## src/rtl/mux_scan_reg.sv

```systemverilog
// Registered N-channel mux with manual select and round-robin scan modes,
// presenting captured words on a valid/ready output stage.
module mux_scan_reg #(
  parameter int unsigned N_CH  = 4,
  parameter int unsigned W     = 8,
  parameter int unsigned SEL_W = 2,
  parameter int unsigned DWELL = 4
) (
  input  logic              clk,
  input  logic              rst,
  input  logic [N_CH*W-1:0] in_data,
  input  logic [SEL_W-1:0]  sel,
  input  logic              mode,
  input  logic              en,
  output logic [W-1:0]      out_data,
  output logic [SEL_W-1:0]  out_ch,
  output logic              out_valid,
  input  logic              out_ready,
  output logic              sel_err
);

  // DWELL = 1 still needs a (constant-zero) one-bit counter.
  localparam int unsigned   DW       = (DWELL > 1) ? $clog2(DWELL) : 1;
  localparam logic [DW-1:0] DwellMax = DW'(DWELL - 1);
  localparam logic [SEL_W-1:0] ChMax = SEL_W'(N_CH - 1);

  logic [W-1:0]     chan [N_CH];
  logic [W-1:0]     out_data_q, out_data_d;
  logic [SEL_W-1:0] out_ch_q, out_ch_d;
  logic             out_valid_q, out_valid_d;
  logic             sel_err_q, sel_err_d;
  logic [SEL_W-1:0] ch_cnt_q, ch_cnt_d;
  logic [DW-1:0]    dwell_q, dwell_d;
  logic             mode_q, mode_d;

  logic             slot_free, mode_chg, sel_ok, cap;
  logic [SEL_W-1:0] cap_ch;
  logic [W-1:0]     cap_data;

  for (genvar k = 0; k < N_CH; k++) begin : g_unpack
    assign chan[k] = in_data[k*W +: W];
  end

  // Next-state: mode tracking, scan counters, capture decision and output stage.
  always_comb begin
    slot_free   = !out_valid_q || out_ready;
    mode_chg    = (mode != mode_q);
    // Extra bit so sel >= N_CH is detectable when N_CH == 2**SEL_W.
    sel_ok      = ({1'b0, sel} < (SEL_W + 1)'(N_CH));
    mode_d      = mode;
    ch_cnt_d    = ch_cnt_q;
    dwell_d     = dwell_q;
    cap         = 1'b0;
    cap_ch      = sel;
    sel_err_d   = 1'b0;
    out_valid_d = out_valid_q && !out_ready;
    out_data_d  = out_data_q;
    out_ch_d    = out_ch_q;

    if (mode_chg) begin
      ch_cnt_d = '0;
      dwell_d  = '0;
    end else if (!mode) begin
      if (en && slot_free) begin
        if (sel_ok) begin
          cap = 1'b1;
        end else begin
          sel_err_d = 1'b1;
        end
      end
    end else if (en) begin
      if (dwell_q != DwellMax) begin
        dwell_d = dwell_q + 1'b1;
      end else if (slot_free) begin
        // Stalled expiry holds both counters, so no channel is skipped.
        cap      = 1'b1;
        cap_ch   = ch_cnt_q;
        dwell_d  = '0;
        ch_cnt_d = (ch_cnt_q == ChMax) ? '0 : ch_cnt_q + 1'b1;
      end
    end

    cap_data = '0;
    for (int k = 0; k < N_CH; k++) begin
      if (cap_ch == SEL_W'(k)) cap_data = chan[k];
    end

    if (cap) begin
      out_data_d  = cap_data;
      out_ch_d    = cap_ch;
      out_valid_d = 1'b1;
    end
  end

  // State registers, asynchronously cleared.
  always_ff @(posedge clk or posedge rst) begin
    if (rst) begin
      out_data_q  <= '0;
      out_ch_q    <= '0;
      out_valid_q <= 1'b0;
      sel_err_q   <= 1'b0;
      ch_cnt_q    <= '0;
      dwell_q     <= '0;
      mode_q      <= 1'b0;
    end else begin
      out_data_q  <= out_data_d;
      out_ch_q    <= out_ch_d;
      out_valid_q <= out_valid_d;
      sel_err_q   <= sel_err_d;
      ch_cnt_q    <= ch_cnt_d;
      dwell_q     <= dwell_d;
      mode_q      <= mode_d;
    end
  end

  assign out_data  = out_data_q;
  assign out_ch    = out_ch_q;
  assign out_valid = out_valid_q;
  assign sel_err   = sel_err_q;

endmodule

```

## config.mk

```make
export PLATFORM = sky130hd
export DESIGN_NAME = mux_scan_reg
export DESIGN_NICKNAME = d
export VERILOG_FILES = /design/src/rtl/mux_scan_reg.sv
export SDC_FILE = /design/constraint.sdc
export NUM_CORES = 1
export LEC_CHECK = 0
export ABC_AREA = 1
export CORE_ASPECT_RATIO = 1.5
export CORE_UTILIZATION = 32
export CTS_BUF_LIST = sky130_fd_sc_hd__clkbuf_16
export DETAILED_ROUTE_END_ITERATION = 6
export DONT_BUFFER_PORTS = 1
export SKIP_LAST_GASP = 1
export SLEW_MARGIN = 5
export SYNTH_ARGS = -nofsm -noshare
export SYNTH_HDL_FRONTEND = slang
export SYNTH_SLANG_ARGS = --single-unit
```

## constraint.sdc

```tcl
create_clock -name clk -period 2.66 [get_ports clk]
set_clock_uncertainty 0.2 [all_clocks]
set_input_delay 0.399 -clock clk [delete_from_list [all_inputs] [get_ports clk]]
set_output_delay 0.399 -clock clk [all_outputs]
set_load 0.01 [all_outputs]
```

==> impl_metrics.json <==
{
  "start_util": 0.332,
  "dieArea_um2": 3760,
  "grt_max_degree": 20,
  "grt-ovfl-total": 0,
  "cts_tree": "built",
  "dieHeight_um": 74.6,
  "synth_fp_nets": 192,
  "dr.pass1.iters": 4,
  "fp.coreArea_um2": 3380,
  "rows": 26,
  "met2_usage": 0.267,
  "gp_congestion": 0.794,
  "async_reset_ff_frac": 1.00,
  "start_kind": "flop",
  "crit_chain": "inv_1 > ha_1 > nor2_4 > nand3_4 > nand2_1 > nand2_2 > nand2_4 > nand4_1 > nand2_1 > nand2_1",
  "drive_above_1_share": 0.0993,
  "critPathRequiredTime_ns": 2.59,
  "crit_top_cell": "nand2_1",
  "ys_top_cells_by_count": "nand2_1, inv_1, nand3_1",
  "finalCriticalPeriod_ns": 2.15,
  "whs_ns": 0.180,
  "rsz0062_at_grt": "no",
  "synth_edf_count": 0,
  "antenna_found_initial": 0,
  "synth_seq_cells": 16,
  "via_per_inst": 5.20,
  "track_usage": 0.143,
  "ant_nets": 0,
  "slew_viol_final": 0,
  "max_freq_mhz": 466,
  "diodes": 0,
  "grt_pass1_vias": 964,
  "via_count": 1003,
  "pwr_density_cell_nw_per_um2": 707,
  "grt_pass1_wl_um": 4150,
  "finalHoldViolations": 0,
  "htreeDepth": 1,
  "cts_num_sinks": 16,
  "setup_viol_count_final": 0,
  "slowest_stage": "ha_1",
  "drt_wl_total_um": 2580,
  "fill_cells": 355,
  "post-route-period-util": 0.807,
  "crit_fanout": 15,
  "worstPathArrival_ns": 2.08,
  "use_met3": 0.0343,
  "hp-class": "in -> reg",
  "avgSynthCellArea_um2": 7.50,
  "yosysWarningCount": 0,
  "clock-root-buffer": "clkbuf_16",
  "wire_per_inst_um": 13.4,
  "clk_latency_ns": 0.24,
  "io_pins": 51,
  "synthTopCellsByArea": "dfrtp_1, nand2_1, nand3_1, inv_1, nand4_1",
  "ys_seq_area_frac": 0.356,
  "drcViolationCount": 0,
  "end_kind": "flop",
  "port-buffer-count": 0,
  "slowest_delay_ns": 0.34,
  "setup_tns_ns": 0,
  "clk_pin_slew_ns": 0.05,
  "p_leak_nw": 0.653,
  "crit_type": "reg -> reg",
  "nNetsFinal": 195,
  "fp.dieW_um": 50.4,
  "irDropWorstVdd_v": 0.000391,
  "synth_top_area_frac": 0.356,
  "maxCapViolations": 0,
  "dominantRegCellSynth": "dfrtp_1",
  "cts_made_buffers": 3,
  "synthCells": 150,
  "ys_types": 24,
  "grt-busiest-layer": "met2",
  "syn_to_final_growth_pct": 9.45,
  "dpl.hpwl_um": 2080,
  "post_cts_resize_count": 0,
  "worst_pin_slew_ns": 0.625,
  "synth_area_leader_cell": "dfrtp_1",
  "run_status": "complete, no violations",
  "slew_headroom": 0.583,
  "use_met1": 0.159,
  "first_iter_violations": 30,
  "cts_buffer_depth": 2,
  "synth_area_um2": 1120,
  "yosysMostFrequentCell": "nand2_1"
}
power breakdown:
group	internal (mW)	switching [mW]
Sequential	0.316	0.0764
Clock	0.197	0.0852
Combinational	0.0722	0.124
Total	0.585	0.285
worst paths after layout:
kind / from / endpoint / slack, ns / depth (start not counted)
setup reg to reg: mode_q / out_data[4] / 0.51 / 10
min in group asynchronous: rst / dwell_q[0] / 0.48 / 2
hold / removal: in_data[30] / out_data[6] / 0.18 / 4
max in group asynchronous: rst / out_data[4] / 1.38 / 2
hold reg to reg: dwell_q[1] / dwell_q[1] / 0.31 / 2
setup / recovery: mode_q / out_data[4] / 0.51 / 10
layout make-up:
class	count	area [um^2]	share of cell area
multi-input cells	106	584	0.475
flip-flops and latches	16	400	0.325
inverters	23	91.3	0.0742
clock buffers	3	75.1	0.0610
well taps	42	52.6	0.0427
repair buffers	3	27.5	0.0224
metrics by stage:
stage | instances | area [um^2] | util | power (mW) | worst slack, ns
floorplan | 150 | 1120 | - | 0.544 | 0.632
global placement | 188 | 1140 | 0.336 | 0.579 | 0.487
detailed placement | 188 | 1140 | 0.336 | 0.593 | 0.393
CTS | 193 | 1230 | 0.364 | 0.881 | 0.488
global route | 193 | 1230 | 0.364 | 0.932 | 0.311
finish | 193 | 1230 | 0.364 | 0.870 | 0.514
metal layers:
layer | vias to the layer above | part of all wire | wire length [um]
li1 | 493 | - | -
met1 | 455 | 0.40 | 1030
met2 | 51 | 0.51 | 1310
met3 | 4 | 0.081 | 209
met4 | 0 | 0.011 | 28
met5 | - | 0 | 0
state kept, by name, indices dropped and copies added (netlist names):
name,cells
dwell_q,2
out_ch,2
mode_q,1
out_valid,1
out_data,8
ch_cnt_q,2
critical path, delay by kind of cell (launching register included):
family	cells	cell delay, ns
simple gates	8	1.11
fa+ha+maj	1	0.34
flops	1	0.32
buf+inv	1	0.04
layout by cell type (no fill, tap or decap), drive strengths merged:
cell	count
a21oi	1
buf	1
clkbuf	3
conb	1
dfrtp	16
dlygate4sd3	2
ha	3
inv	23
nand2	47
nand3	22
nand3b	2
nand4	10
nor2	5
o21ai	14
or2	1
cell families after synthesis:
logic type	synth area share
and+or+nand+nor	0.416
AOI/OAI and AO/OA	0.0667
DFF	0.356
other	0.00333
buffers and inverters	0.125
adders and majority gates	0.0334
repair_timing:
action / in CTS / in global routing
endpoints found under the hold margin: 17 / 0
hold buffers: 2 / 0
buffers inserted: 0 / 0
(Power assumes the default switching activity.)
